[src/rtl/regfile8_if.sv]
// Register-file access bus: one write port and two registered read ports.
interface regfile8_if #(
  parameter int unsigned WIDTH = 32
);
  logic             wr_en;
  logic [2:0]       wr_addr;
  logic [WIDTH-1:0] wr_data;
  logic             rd_en_a;
  logic [2:0]       rd_addr_a;
  logic [WIDTH-1:0] rd_data_a;
  logic             rd_en_b;
  logic [2:0]       rd_addr_b;
  logic [WIDTH-1:0] rd_data_b;

  // Requester side: drives writes and read addresses, receives read data.
  modport master (
    output wr_en, wr_addr, wr_data,
    output rd_en_a, rd_addr_a,
    output rd_en_b, rd_addr_b,
    input  rd_data_a, rd_data_b
  );

  // Register-file side.
  modport slave (
    input  wr_en, wr_addr, wr_data,
    input  rd_en_a, rd_addr_a,
    input  rd_en_b, rd_addr_b,
    output rd_data_a, rd_data_b
  );
endinterface

[src/rtl/regfile8.sv]
// 8-entry register file, R7 hardwired to zero, one write port and two
// independent registered read ports with write-to-read bypass.
module regfile8 #(
  parameter int unsigned WIDTH = 32,
  parameter real         DELAY = 0.05
) (
  input logic        clk,
  input logic        reset_n,
  regfile8_if.slave  bus
);

  localparam int unsigned NREGS    = 8;
  localparam int unsigned NWRITE   = 7;
  localparam logic [2:0]  ZERO_IDX = 3'd7;

  // Gate delay only has meaning for structural netlists; reject nonsense values.
  if (DELAY < 0.0) begin : g_bad_delay
    $error("regfile8: DELAY must be non-negative");
  end

  logic [NREGS-1:0] w_wr_sel;
  logic [WIDTH-1:0] w_view [NREGS];
  logic             w_byp_a;
  logic             w_byp_b;
  logic [WIDTH-1:0] r_rd_a;
  logic [WIDTH-1:0] r_rd_b;

  // One-hot write select; bit 7 forced low so R7 can never be written or bypassed.
  always_comb begin
    w_wr_sel = '0;
    if (bus.wr_en) begin
      w_wr_sel = NREGS'(1) << bus.wr_addr;
    end
    w_wr_sel[ZERO_IDX] = 1'b0;
  end

  // Storage for R0..R6; each register loads only when its select bit is set.
  for (genvar g = 0; g < NWRITE; g++) begin : g_reg
    logic [WIDTH-1:0] r_q;

    // Per-register storage with asynchronous clear.
    always_ff @(posedge clk or negedge reset_n) begin
      if (!reset_n) begin
        r_q <= '0;
      end else if (w_wr_sel[g]) begin
        r_q <= bus.wr_data;
      end
    end

    assign w_view[g] = r_q;
  end

  assign w_view[ZERO_IDX] = '0;

  // Same-edge write to the addressed register wins over the stored value.
  assign w_byp_a = w_wr_sel[bus.rd_addr_a];
  assign w_byp_b = w_wr_sel[bus.rd_addr_b];

  // Read port A capture register.
  always_ff @(posedge clk or negedge reset_n) begin
    if (!reset_n) begin
      r_rd_a <= '0;
    end else if (bus.rd_en_a) begin
      r_rd_a <= w_byp_a ? bus.wr_data : w_view[bus.rd_addr_a];
    end
  end

  // Read port B capture register.
  always_ff @(posedge clk or negedge reset_n) begin
    if (!reset_n) begin
      r_rd_b <= '0;
    end else if (bus.rd_en_b) begin
      r_rd_b <= w_byp_b ? bus.wr_data : w_view[bus.rd_addr_b];
    end
  end

  assign bus.rd_data_a = r_rd_a;
  assign bus.rd_data_b = r_rd_b;

endmodule

[src/flat_wrapper.sv]
// flat-port wrapper written by rule: the top's interface ports become plain ports
module regfile8_flat 
#(
  parameter int unsigned WIDTH = 32,
  parameter real         DELAY = 0.05
)
  (clk, reset_n, bus_wr_en, bus_wr_addr, bus_wr_data, bus_rd_en_a, bus_rd_addr_a, bus_rd_en_b, bus_rd_addr_b, bus_rd_data_a, bus_rd_data_b);
  regfile8_if #(.WIDTH(WIDTH)) bus_i ();
  input logic clk;
  input logic reset_n;
  input wire logic [$bits(bus_i.wr_en)-1:0] bus_wr_en;
  input wire logic [$bits(bus_i.wr_addr)-1:0] bus_wr_addr;
  input wire logic [$bits(bus_i.wr_data)-1:0] bus_wr_data;
  input wire logic [$bits(bus_i.rd_en_a)-1:0] bus_rd_en_a;
  input wire logic [$bits(bus_i.rd_addr_a)-1:0] bus_rd_addr_a;
  input wire logic [$bits(bus_i.rd_en_b)-1:0] bus_rd_en_b;
  input wire logic [$bits(bus_i.rd_addr_b)-1:0] bus_rd_addr_b;
  output wire logic [$bits(bus_i.rd_data_a)-1:0] bus_rd_data_a;
  output wire logic [$bits(bus_i.rd_data_b)-1:0] bus_rd_data_b;
  assign bus_i.wr_en = bus_wr_en;
  assign bus_i.wr_addr = bus_wr_addr;
  assign bus_i.wr_data = bus_wr_data;
  assign bus_i.rd_en_a = bus_rd_en_a;
  assign bus_i.rd_addr_a = bus_rd_addr_a;
  assign bus_i.rd_en_b = bus_rd_en_b;
  assign bus_i.rd_addr_b = bus_rd_addr_b;
  assign bus_rd_data_a = bus_i.rd_data_a;
  assign bus_rd_data_b = bus_i.rd_data_b;
  regfile8 #(.WIDTH(WIDTH), .DELAY(DELAY)) u_core (.clk(clk), .reset_n(reset_n), .bus(bus_i));
endmodule
[config.mk]
export PLATFORM = sky130hd
export DESIGN_NAME = regfile8_flat
export DESIGN_NICKNAME = d
export VERILOG_FILES = /design/src/rtl/regfile8_if.sv /design/src/rtl/regfile8.sv /design/src/flat_wrapper.sv
export SDC_FILE = /design/constraint.sdc
export NUM_CORES = 1
export LEC_CHECK = 0
export CAP_MARGIN = 10
export CORE_MARGIN = 2
export CORE_UTILIZATION = 59
export CTS_CLUSTER_DIAMETER = 30
export DETAILED_ROUTE_END_ITERATION = 6
export PLACE_DENSITY = 0.8
export SLEW_MARGIN = 20
export SYNTH_ARGS = -nofsm -noshare
export SYNTH_HDL_FRONTEND = slang
export SYNTH_SLANG_ARGS = --single-unit
export TNS_END_PERCENT = 30
[constraint.sdc]
create_clock -name clk -period 1.4 [get_ports clk]
set_clock_uncertainty 0.1 [all_clocks]
set_input_delay 0.14 -clock clk [delete_from_list [all_inputs] [get_ports clk]]
set_output_delay 0.14 -clock clk [all_outputs]
set_load 0.01 [all_outputs]
# Word level (Yosys, flattened, before mapping)
# Cells that the tools add are included.
# classes
order_cmp,4
n_shift,1
mux,13
bitwise_logic,2
# ops
cell,n
binary-select mux 32 bit (select 3 bit),2
two-way mux 32 bit,6
">= comparator 4 bit, second input constant",2
"less-than comparator 3 x 4 -> 1 bit, second input constant",2
inverter 3 -> 4 bit,2
two-way mux 7 bit,1
"<< shifter 1 x 3 -> 7 bit, first input constant",1
binary-select mux 1 bit (select 3 bit),2
two-way mux 1 bit,2
# word_totals
reg_bits,288
out_inout_bits,64

# Logic depth before layout (Yosys ltp)
# depth
ltp_word,5
ltp_mapped,8
depth_no_buf,5

# Least setup slack after synthesis
# Ideal clock, no wire load.
# synth_path
kind,input to register
from,in bus_rd_addr_a[1]
to,"reg u_core.r_rd_a[10], in the netlist u_core.bus.rd_data_a[10]"
arrival_ns,1.529
required_ns,1.174
path_slack_ns,-0.355
path_stages,7
path_cell_list,buf_2 > buf_2 > buf_2 > mux2i_1 > o211ai_1 > and3_1 > a221o_1
# synth_via
elab_chain_cells,5
# synth_lines
item,line_no,rtl
"start, declared",flat_wrapper.sv:15,input wire logic [$bits(bus_i.rd_addr_a)-1:0] bus_rd_addr_a;
inverter 3 -> 4 bit (not written as such),regfile8.sv:64,r_rd_a <= w_byp_a ? bus.wr_data : w_view[bus.rd_addr_a];
binary-select mux 32 bit (select 3 bit),regfile8.sv:64,
two-way mux 32 bit (not written as such) (2 in series),regfile8.sv:64,
two-way mux 32 bit (*),regfile8.sv:64,
"end signal, assigned",regfile8.sv:64,
"end, declared",regfile8.sv:25,logic [WIDTH-1:0] r_rd_a;
# Every way passes the cells marked *; elsewhere a longest branch is shown, timed or not. The select of a mux whose other input is x is not followed.
# A chain may end at the register's enable or synchronous reset.

==> metrics.md <==
| Metric | Value |
|---|---|
| Sink of the worst hold path | u_core.bus.rd_data_b[14] |
| First DRT Iteration DRCs | about 1300 |
| Drt drc | 0 |
| Placed Cells | between 1500 and 2000 |
| Clk pwr share | 0.449 |
| Share of the synthesized area in the top cell type | 0.492 |
| Clk root buf | clkbuf_16 |
| HP Start | bus_rd_addr_b[2] |
| CTS tree | yes |
| Distinct cells, synth | 37 |
| Reg2reg setup slack | -160 ps |
| Vias in the first global route | 12630 |
| Net Sw Frac | 0.282 |
| Routed Antenna Nets | 0 |
| Final Max Tran Viols | 0 |
| First-pass GRT wire length | around 73000 um |
| Top cells by area, synth | dfrtp_1 49%, mux2_2 17%, mux2i_1 13% |
| Gate Count Post-Synth | 1167 |
| Most frequent cell after synthesis | dfrtp_1 |
| Yosys top cell by area | dfrtp_1 |
| Async S/R FF share, synth | 1.00 |
| Flops & latches, synth | ~290 |
| Crit path cell chain | clkdlybuf4s50_1, clkinv_1, a311oi_4, buf_6, buf_8, and3_1, a221o_1 |
| Area growth syn-to-layout | 33.9% |
| Warnings from Yosys | 0 |
| Initial antenna violation count | 0 |
| Worst Setup End Kind | register |
| Fin. Hold Viols | 0 |
| Setup Viol. Count Final | between 40 and 50 |
| Int Power | 23.5 mW |
| Clk buf depth | 3 |
| Post-synth top flop | dfrtp_1 |
| P per Cell Area | around 1700 nW/um2 |
| Layout net count | between 1000 and 1500 |
| Max Cap Viol | 0 |
| CTS HTree Levels | 2 |
| Kind of critical path | in -> reg |
| Final worst-path cycle share | 1.13 |
| Psw | a little over 9 mW |
| Setup ws final | -177 ps |
| Cts bufs inserted | 58 |
| Critical Path Start Type | input port |
| Static Leakage | 8.85 nW |
| CORE AREA | around 24000 um2 |
| Worst R2R Path Depth | 4 |
| Slowest CP cell | clkdlybuf4s50_1 |
| Avg Vias per Cell | about 7 |
| WL final | 50300 um |
| Post-synth EDFFs | 0 |
| Critical Path AT | 1970 ps |
| Gr ovfl total | 0 |
| Total GRT Usage | 0.367 |
| Worst hold stages | 4 |
| Mapped Area | ~15000 um2 |
| Die Area | about 26000 um2 |
| Largest net degree at the start of global routing | 69 |
| Clock latency on the worst-skew pair | approximately 560 ps |
| Gp weighted congestion | 0.829 |
| Maximum vdd drop | about 1.4 mV |
| Max Freq | roughly 0.63 GHz |
| RSZ-0062 raised after global routing | true |
| Status | finished with violations |
| Worst path max stage delay | around 620 ps |
| TNS Setup | -1760 ps |
| # diodes | 0 |
| Post-DP HPWL | ~26000 um |
| Violations in the final reports | setup timing |
| RR Endpoint | u_core.bus.rd_data_a[10] |
| Share of power burned in registers | 0.357 |
| Worst-Margin Slew | about 460 ps |
| Drt wl/cell | ~29 um |
| Initial Util | 0.603 |
| Die height | between 150 and 200 um |
| # rows | between 50 and 60 |
| Post-Syn Area per Cell | 12.6 um2 |
| Port Buffers | ~110 |
| Sequential share of the synthesized area | 0.492 |
| Routed via count | about 12000 |
| Clk pin slew, worst setup/hold paths | approximately 50 ps |
| Share of layout cells above drive strength 1 | 0.444 |
| Fin crit period | 1580 ps |
| Final Core Density | 0.807 |
| Combinational power share | 0.193 |
| Fillers | about 1200 |
| Post-synth net total | between 1000 and 1500 |
| Num Clock Sinks | 288 |
| Num ports | 110 |
| Final Instance Count excl. Fillers | around 1700 |
| Drt pass-1 iters | 5 |
| Critical path required time | between 1500 and 2000 ps |
| CP Max Fanout | 6 |
| Die width | between 150 and 200 um |
| Crit Reg-Reg Startpoint | u_core.g_reg[4].r_q[10] |
| Most frequent cells after synthesis | 288 x dfrtp_1, 223 x mux2_2, 192 x mux2i_1 |
| Rel. slew slack | 0.689 |
| Hold Path Class | in -> reg |
-- worst max-delay path, delay by kind of cell --
kind	cells	cell delay, ps
compound gates	2	440
simple gates	1	240
buf+inv	4	1150
-- logic make-up (layout without fill, tap and decap cells) --
family / count (synthesis) / count (layout) / share of synthesized area
muxes: 416 / 416 / 0.303
and+or+nand+nor: 123 / 123 / 0.0420
DFF: 288 / 288 / 0.492
buffers and inverters: 106 / 364 / 0.0333
AOI/OAI and AO/OA: 230 / 230 / 0.127
xor gates and xnor gates: 4 / 4 / 0.00239
-- power by group through the flow --
stage          Combinational, mW  Clock, mW  Sequential (mW)
2_1_floorplan               3.53          0             11.3
3_3_place_gp                5.56          0             11.4
3_5_place_dp                5.74          0             11.5
4_1_cts                     5.90       14.6             11.5
5_1_grt                     6.71       15.2             11.8
6_report                    6.33       14.7             11.7
-- what timing repair did --
action                                  CTS  global route
gates cloned                              9             3
endpoints found under the setup margin  320           130
setup buffers                            23            11
hold buffers                              2             0
endpoints found under the hold margin   288             0
pin swaps                                15            48
gates resized for setup                 360            61
-- layout make-up --
class                      instances  area, um2  area share
sequential                       288       7210       0.367
clock buffer                      77       1640      0.0838
multi-input combinational        773       7460       0.380
inverter                           2       7.51    0.000383
tap                              324        405      0.0207
clock inverter                    32        454      0.0232
timing repair buffer             253       2440       0.124
-- worst max path at each step --
stage,slack [ps],startpoint,cells past startpoint,end
floorplan,-220,bus_wr_addr[0],7,u_core.bus.rd_data_b[10]
global placement,-880,bus_wr_addr[1],7,u_core.bus.rd_data_a[20]
detailed placement,-920,bus_wr_addr[1],7,u_core.bus.rd_data_a[9]
CTS,-70,bus_wr_addr[2],10,u_core.bus.rd_data_a[17]
global route,-220,u_core.g_reg[6].r_q[10],4,u_core.bus.rd_data_a[10]
finish,-180,bus_rd_en_a,7,u_core.bus.rd_data_a[10]
-- per-layer routing --
| layer | global-route usage | part of all wire | up-vias |
|---|---|---|---|
| met5 | 0 | 0 | - |
| li1 | - | - | 4915 |
| met4 | 0.192 | 0.056 | 0 |
| met3 | 0.0770 | 0.11 | 235 |
| met2 | 0.584 | 0.47 | 909 |
| met1 | 0.476 | 0.37 | 6114 |
-- per-stage QoR --
stage / power (mW) / setup WS, ps / area, um2 / hold slack (ps)
after floorplan: 14.9 / -217 / 14800 / -256
after global placement: 17.0 / -878 / 16800 / -104
after detailed placement: 17.3 / -918 / 16800 / -104
after CTS: 32.0 / -73.4 / 19400 / 279
after global routing: 33.7 / -224 / 19600 / 241
final: 32.7 / -177 / 19600 / 238
-- flip-flops by register name, indices dropped and copies added, names as in the netlist --
name	cells
u_core.g.r_q	224
u_core.bus.rd_data_a	32
u_core.bus.rd_data_b	32
-- placed cells by master (no fill, tap or decap), types with 8 or more instances in the layout --
master and n:
a211oi_1 8, a211oi_2 24, a21oi_1 8, a21oi_2 25
a221o_1 64, a22o_1 32, a22oi_1 31, and3_1 18
and3_4 14, buf_12 29, buf_2 65, buf_4 79
buf_6 27, bufinv_16 10, clkbuf_1 8, clkbuf_16 61
clkbuf_8 10, clkdlybuf4s50_1 34, clkinv_2 8, dfrtp_1 287
mux2_2 223, mux2i_1 191, nand2_1 37, nor2_1 33
o211ai_1 32
No activity file was read; power rests on OpenSTA's default activity.
